`src/rtl/u2_to_zm_serial.sv`:
```
// Bit-serial two's complement to sign-magnitude converter; `U2ZM_SATURATE_EN saturates overflow instead of zeroing it.
// Latency: o_valid rises m-1 rising edges after the accepting edge; one operand per m+1 cycles at best.
// Backpressure: o_ready only in IDLE; result, status and o_valid are held in DONE until i_ready.
module u2_to_zm_serial #(
    parameter int m = 4,
    parameter int n = 2
) (
    input  logic         i_clk,
    input  logic         i_rst,
    input  logic         i_valid,
    output logic         o_ready,
    input  logic [m-1:0] i_argA,
    output logic         o_valid,
    input  logic         i_ready,
    output logic [m-1:0] o_result,
    output logic [n-1:0] o_status
);

    localparam int CW = (m > 2) ? $clog2(m - 1) : 1;
    localparam logic [CW-1:0] CNT_LAST = CW'(m - 2);

    localparam logic [n-1:0] ST_POS  = n'(0);
    localparam logic [n-1:0] ST_NEG  = n'(1);
    localparam logic [n-1:0] ST_ZERO = n'(2);
    localparam logic [n-1:0] ST_OVF  = n'(3);

`ifdef U2ZM_SATURATE_EN
    localparam logic [m-1:0] OVF_RESULT = '1;
`else
    localparam logic [m-1:0] OVF_RESULT = '0;
`endif

    typedef enum logic [1:0] {
        IDLE,
        SHIFT,
        DONE
    } state_t;

    state_t        state_q, state_d;
    logic [m-2:0]  shreg_q, shreg_d;
    logic [m-2:0]  mag_q, mag_d;
    logic [CW-1:0] cnt_q, cnt_d;
    logic          sign_q, sign_d;
    logic          seen_one_q, seen_one_d;
    logic          valid_q, valid_d;
    logic [m-1:0]  result_q, result_d;
    logic [n-1:0]  status_q, status_d;

    logic          bit_in;
    logic          out_bit;
    logic          seen_one_nxt;
    logic [m-1:0]  mag_ext;
    logic [m-2:0]  mag_nxt;

    always_comb begin
        state_d    = state_q;
        shreg_d    = shreg_q;
        mag_d      = mag_q;
        cnt_d      = cnt_q;
        sign_d     = sign_q;
        seen_one_d = seen_one_q;
        valid_d    = valid_q;
        result_d   = result_q;
        status_d   = status_q;

        // Serial negation: copy bits up to and including the first one, invert the rest.
        bit_in       = shreg_q[0];
        out_bit      = (sign_q & seen_one_q) ? ~bit_in : bit_in;
        seen_one_nxt = seen_one_q | bit_in;
        mag_ext      = {out_bit, mag_q};
        mag_nxt      = mag_ext[m-1:1];

        case (state_q)
            IDLE: begin
                if (i_valid) begin
                    shreg_d    = i_argA[m-2:0];
                    sign_d     = i_argA[m-1];
                    seen_one_d = 1'b0;
                    cnt_d      = '0;
                    mag_d      = '0;
                    state_d    = SHIFT;
                end
            end
            SHIFT: begin
                shreg_d    = shreg_q >> 1;
                seen_one_d = seen_one_nxt;
                mag_d      = mag_nxt;
                cnt_d      = cnt_q + CW'(1);
                if (cnt_q == CNT_LAST) begin
                    state_d = DONE;
                    valid_d = 1'b1;
                    if (!sign_q) begin
                        result_d = seen_one_nxt ? {1'b0, mag_nxt} : '0;
                        status_d = seen_one_nxt ? ST_POS : ST_ZERO;
                    end else if (seen_one_nxt) begin
                        result_d = {1'b1, mag_nxt};
                        status_d = ST_NEG;
                    end else begin
                        result_d = OVF_RESULT;
                        status_d = ST_OVF;
                    end
                end
            end
            DONE: begin
                if (i_ready) begin
                    valid_d = 1'b0;
                    state_d = IDLE;
                end
            end
            default: state_d = IDLE;
        endcase
    end

    always_ff @(posedge i_clk) begin
        if (i_rst) begin
            state_q    <= IDLE;
            shreg_q    <= '0;
            mag_q      <= '0;
            cnt_q      <= '0;
            sign_q     <= 1'b0;
            seen_one_q <= 1'b0;
            valid_q    <= 1'b0;
            result_q   <= '0;
            status_q   <= '0;
        end else begin
            state_q    <= state_d;
            shreg_q    <= shreg_d;
            mag_q      <= mag_d;
            cnt_q      <= cnt_d;
            sign_q     <= sign_d;
            seen_one_q <= seen_one_d;
            valid_q    <= valid_d;
            result_q   <= result_d;
            status_q   <= status_d;
        end
    end

    assign o_ready  = (state_q == IDLE);
    assign o_valid  = valid_q;
    assign o_result = result_q;
    assign o_status = status_q;

endmodule

```
`config.mk`:
```
export PLATFORM = sky130hd
export DESIGN_NAME = u2_to_zm_serial
export DESIGN_NICKNAME = d
export VERILOG_FILES = /design/src/rtl/u2_to_zm_serial.sv
export SDC_FILE = /design/constraint.sdc
export NUM_CORES = 1
export LEC_CHECK = 0
export CAP_MARGIN = 20
export CORE_UTILIZATION = 45
export CTS_BUF_LIST = sky130_fd_sc_hd__clkbuf_8
export DETAILED_ROUTE_END_ITERATION = 8
export GPL_TIMING_DRIVEN = 1
export PLACE_DENSITY = 0.72
export RECOVER_POWER = 50
export SETUP_SLACK_MARGIN = 0.4
export SKIP_LAST_GASP = 1
export SYNTH_ARGS = -nofsm -noshare
export SYNTH_HDL_FRONTEND = slang
export SYNTH_SLANG_ARGS = --single-unit
```
`constraint.sdc`:
```
create_clock -name i_clk -period 1.6 [get_ports i_clk]
set_clock_uncertainty 0.1 [all_clocks]
set_input_delay 0.32 -clock i_clk [delete_from_list [all_inputs] [get_ports i_clk]]
set_output_delay 0.32 -clock i_clk [all_outputs]
set_load 0.05 [all_outputs]
```
==> results.yml <==
outcome:
  outcome: "complete, no violations"
clock_tree:
  cts_tree: "yes"
  cts_root_buf: "clkbuf_8"
  cts_buffers: 3
  cts.sinks: 18
  clk_latency_ns: 0.25
  cts_hold_buffers: 0
  cts.path.max_buffers: 2
  cts_max_level: 1
  path_clk_slew_ns: 0.06
final_layout:
  drive_gt1_share_pct: 37.8
  diodes: 0
  finish.utilization_pct: 76.2
  areaGrowthSynthToFinish_pct: 53.2
  stdcell_area_um2: 1190
  final_nets: 121
worst_hold_path:
  holdPathEnd: "o_result[0]"
  min_path_cells: 2
  worstHoldStart: "mag_q[1]"
  hold_class: "reg2reg"
logic_synthesis:
  synth_top_area_share_pct: 46.5
  syn-num-nets: 96
  synth_cell_type_count: 30
  yosysSeqAreaShare_pct: 46.5
  yosysWarnings: 0
  async_flop_share_pct: 0
  synth-seq-cells: 18
  avgSynthCellArea_um2: 8.92
  synth_area_um2: 776
  synth_edf_count: 0
  synth_area_leaders: "dfxtp_1 (46%), a21oi_1 (5.8%), nor2_1 (5.8%)"
  syn_inst: 87
  synth_largest_area_cell: "dfxtp_1"
  yosys_most_used_dff: "dfxtp_1"
drt:
  antenna_left: 0
  vias_per_cell: 5.28
  drt_iter0_drc: 11
  drc: 0
  drt-total-wl_um: 1640
  vias: 670
  wire_per_inst_um: 12.9
  drtPass1Iterations: 4
sta:
  tns_ns: 0
  rsz0062_at_grt: "yes"
  finalCriticalPeriod_ns: 1.41
  hold_violations: 0
  period_share_pct: 87.9
  max_freq_mhz: 711
  setup_viol: 0
  relSlewSlack_pct: 83.1
  slew_viol_final: 0
  tightest_slew_ns: 0.253
pwr:
  power.leakage_nw: 0.461
  p_per_area_nw_per_um2: 850
  ir_drop_mv: 0.861
global_route:
  grt_max_degree: 13
  grt_antenna_before_repair: 0
  grt_first_pass_wirelength_um: 2570
  grt_usage_pct: 18.9
  grt_pass1_vias: 566
  gr-total-overflow: 0
setup_path:
  ff2ff_setup_slack_ns: 0.19
  crit_required_ns: 1.66
  critPathMaxFanout: 11
  r2r_end: "mag_q[2]"
  r2r-start: "state_q[0]"
  critPathKind: "reg2reg"
  endpoint_kind: "register"
  arrival_ns: 1.47
  reg2reg_depth: 4
  start_kind: "register"
placement:
  io_buffers: 15
  place.gp.congestion: 0.726
  dp_hpwl_um: 1150
  placed_area_um2: 1060
die:
  io_pins: 16
  fp.dieH_um: 43.5
  core_um2: 1560
  start_util_pct: 49.8
  row_count: 14
  fp.dieW_um: 43.5
  dieArea_um2: 1890
flow_run:
  maxCapViolCount: 0
## worst max-delay path by stage
stage / from / to / slack [ns] / cells after the start
floorplan: cnt_q[0] / state_q[1] / 0.40 / 6
global placement: i_valid / shreg_q[2] / -0.02 / 4
detailed placement: i_valid / shreg_q[2] / -0.08 / 4
CTS: state_q[0] / o_ready / 0.21 / 3
global route: state_q[0] / mag_q[2] / 0.12 / 4
finish: state_q[0] / mag_q[2] / 0.19 / 4
## power breakdown
group,switching (mW),internal (mW)
Sequential,0.0160,0.466
Combinational,0.0784,0.0902
Clock,0.142,0.218
Total,0.236,0.774
## state kept, by name, summed over array words and instances (netlist names)
register / flops
o_result: 4
shreg_q: 3
cnt_q: 2
mag_q: 2
o_status: 2
state_q: 2
o_valid: 1
seen_one_q: 1
sign_q: 1
## metrics by stage
| step | setup WS, ns | power [mW] | cells | hold WS (ns) |
|---|---|---|---|---|
| after global placement | -0.0226 | 0.635 | 119 | 0.362 |
| after global routing | 0.115 | 1.06 | 127 | 0.404 |
| final | 0.193 | 1.01 | 127 | 0.373 |
| after floorplan | 0.405 | 0.578 | 87 | 0.348 |
| after CTS | 0.214 | 1.01 | 125 | 0.373 |
| after detailed placement | -0.0826 | 0.639 | 119 | 0.362 |
## layer usage
layer / vias to the layer above / track usage, % / part of all wire, %
met4: 0 / 5.63 / 0.67
met5: - / 0 / 0
met1: 308 / 24.3 / 46
li1: 347 / - / -
met3: 2 / 7.50 / 3.1
met2: 13 / 29.4 / 50
## logic make-up (layout without fill, tap and decap cells)
family                   Yosys count  count (layout)  share of synthesized area [%]
AND/OR/NAND/NOR                   33              33                           21.6
AO/OA/AOI/OAI                     21              21                           17.3
flip-flops                        18              18                           46.5
buffers and inverters              8              32                           5.16
multiplexers                       5               5                           6.77
adder cells (fa/ha/maj)            1               1                           1.61
XOR/XNOR                           1               1                           1.13
## synth_stat cells (2+ instances only)
cell,n
o21ai_0,3
nand2_1,7
mux2_2,2
inv_1,2
buf_4,2
a2bb2oi_1,3
mux2i_1,3
dfxtp_1,18
a211oi_1,3
nand2b_1,3
a21oi_1,9
nand3_1,3
nor2_1,12
## critical path, stage by stage, from the launching register on
cell      delay (ns)
dfxtp_4         0.34
clkbuf_2        0.21
o21ba_4         0.28
or3_1           0.31
o31ai_1         0.07
## final cells by class
cell class	count	area [um2]
Tap cell	16	20.0
Fill cell	110	370
Multi-Input combinational cell	61	430
Clock buffer	4	55.1
Timing Repair Buffer	25	305
Inverter	3	11.3
Sequential cell	18	367
## timing repair
| item | 4_1_cts | 5_1_grt |
|---|---|---|
| setup buffers | 2 | 2 |
| gates resized for setup | 10 | 13 |
| endpoints found under the hold margin | 0 | 0 |
| setup endpoints to repair | 24 | 19 |
| pin swaps | 1 | 3 |
## cell usage in the layout (no fill, tap or decap), types with 2 or more instances in the layout
cell type and n:
dfxtp_1 15, nor2_1 10, buf_12 8, buf_4 8, nand2_1 7, a21oi_1 6
clkdlybuf4s50_1 6, clkbuf_8 4, nand2b_1 3, o21ai_0 3, a21oi_2 3, nand3_1 3
mux2i_1 3, a2bb2oi_1 3, inv_2 2, mux2_2 2, a211oi_1 2, dfxtp_2 2
Note: power is estimated with default switching activity, not from simulation.
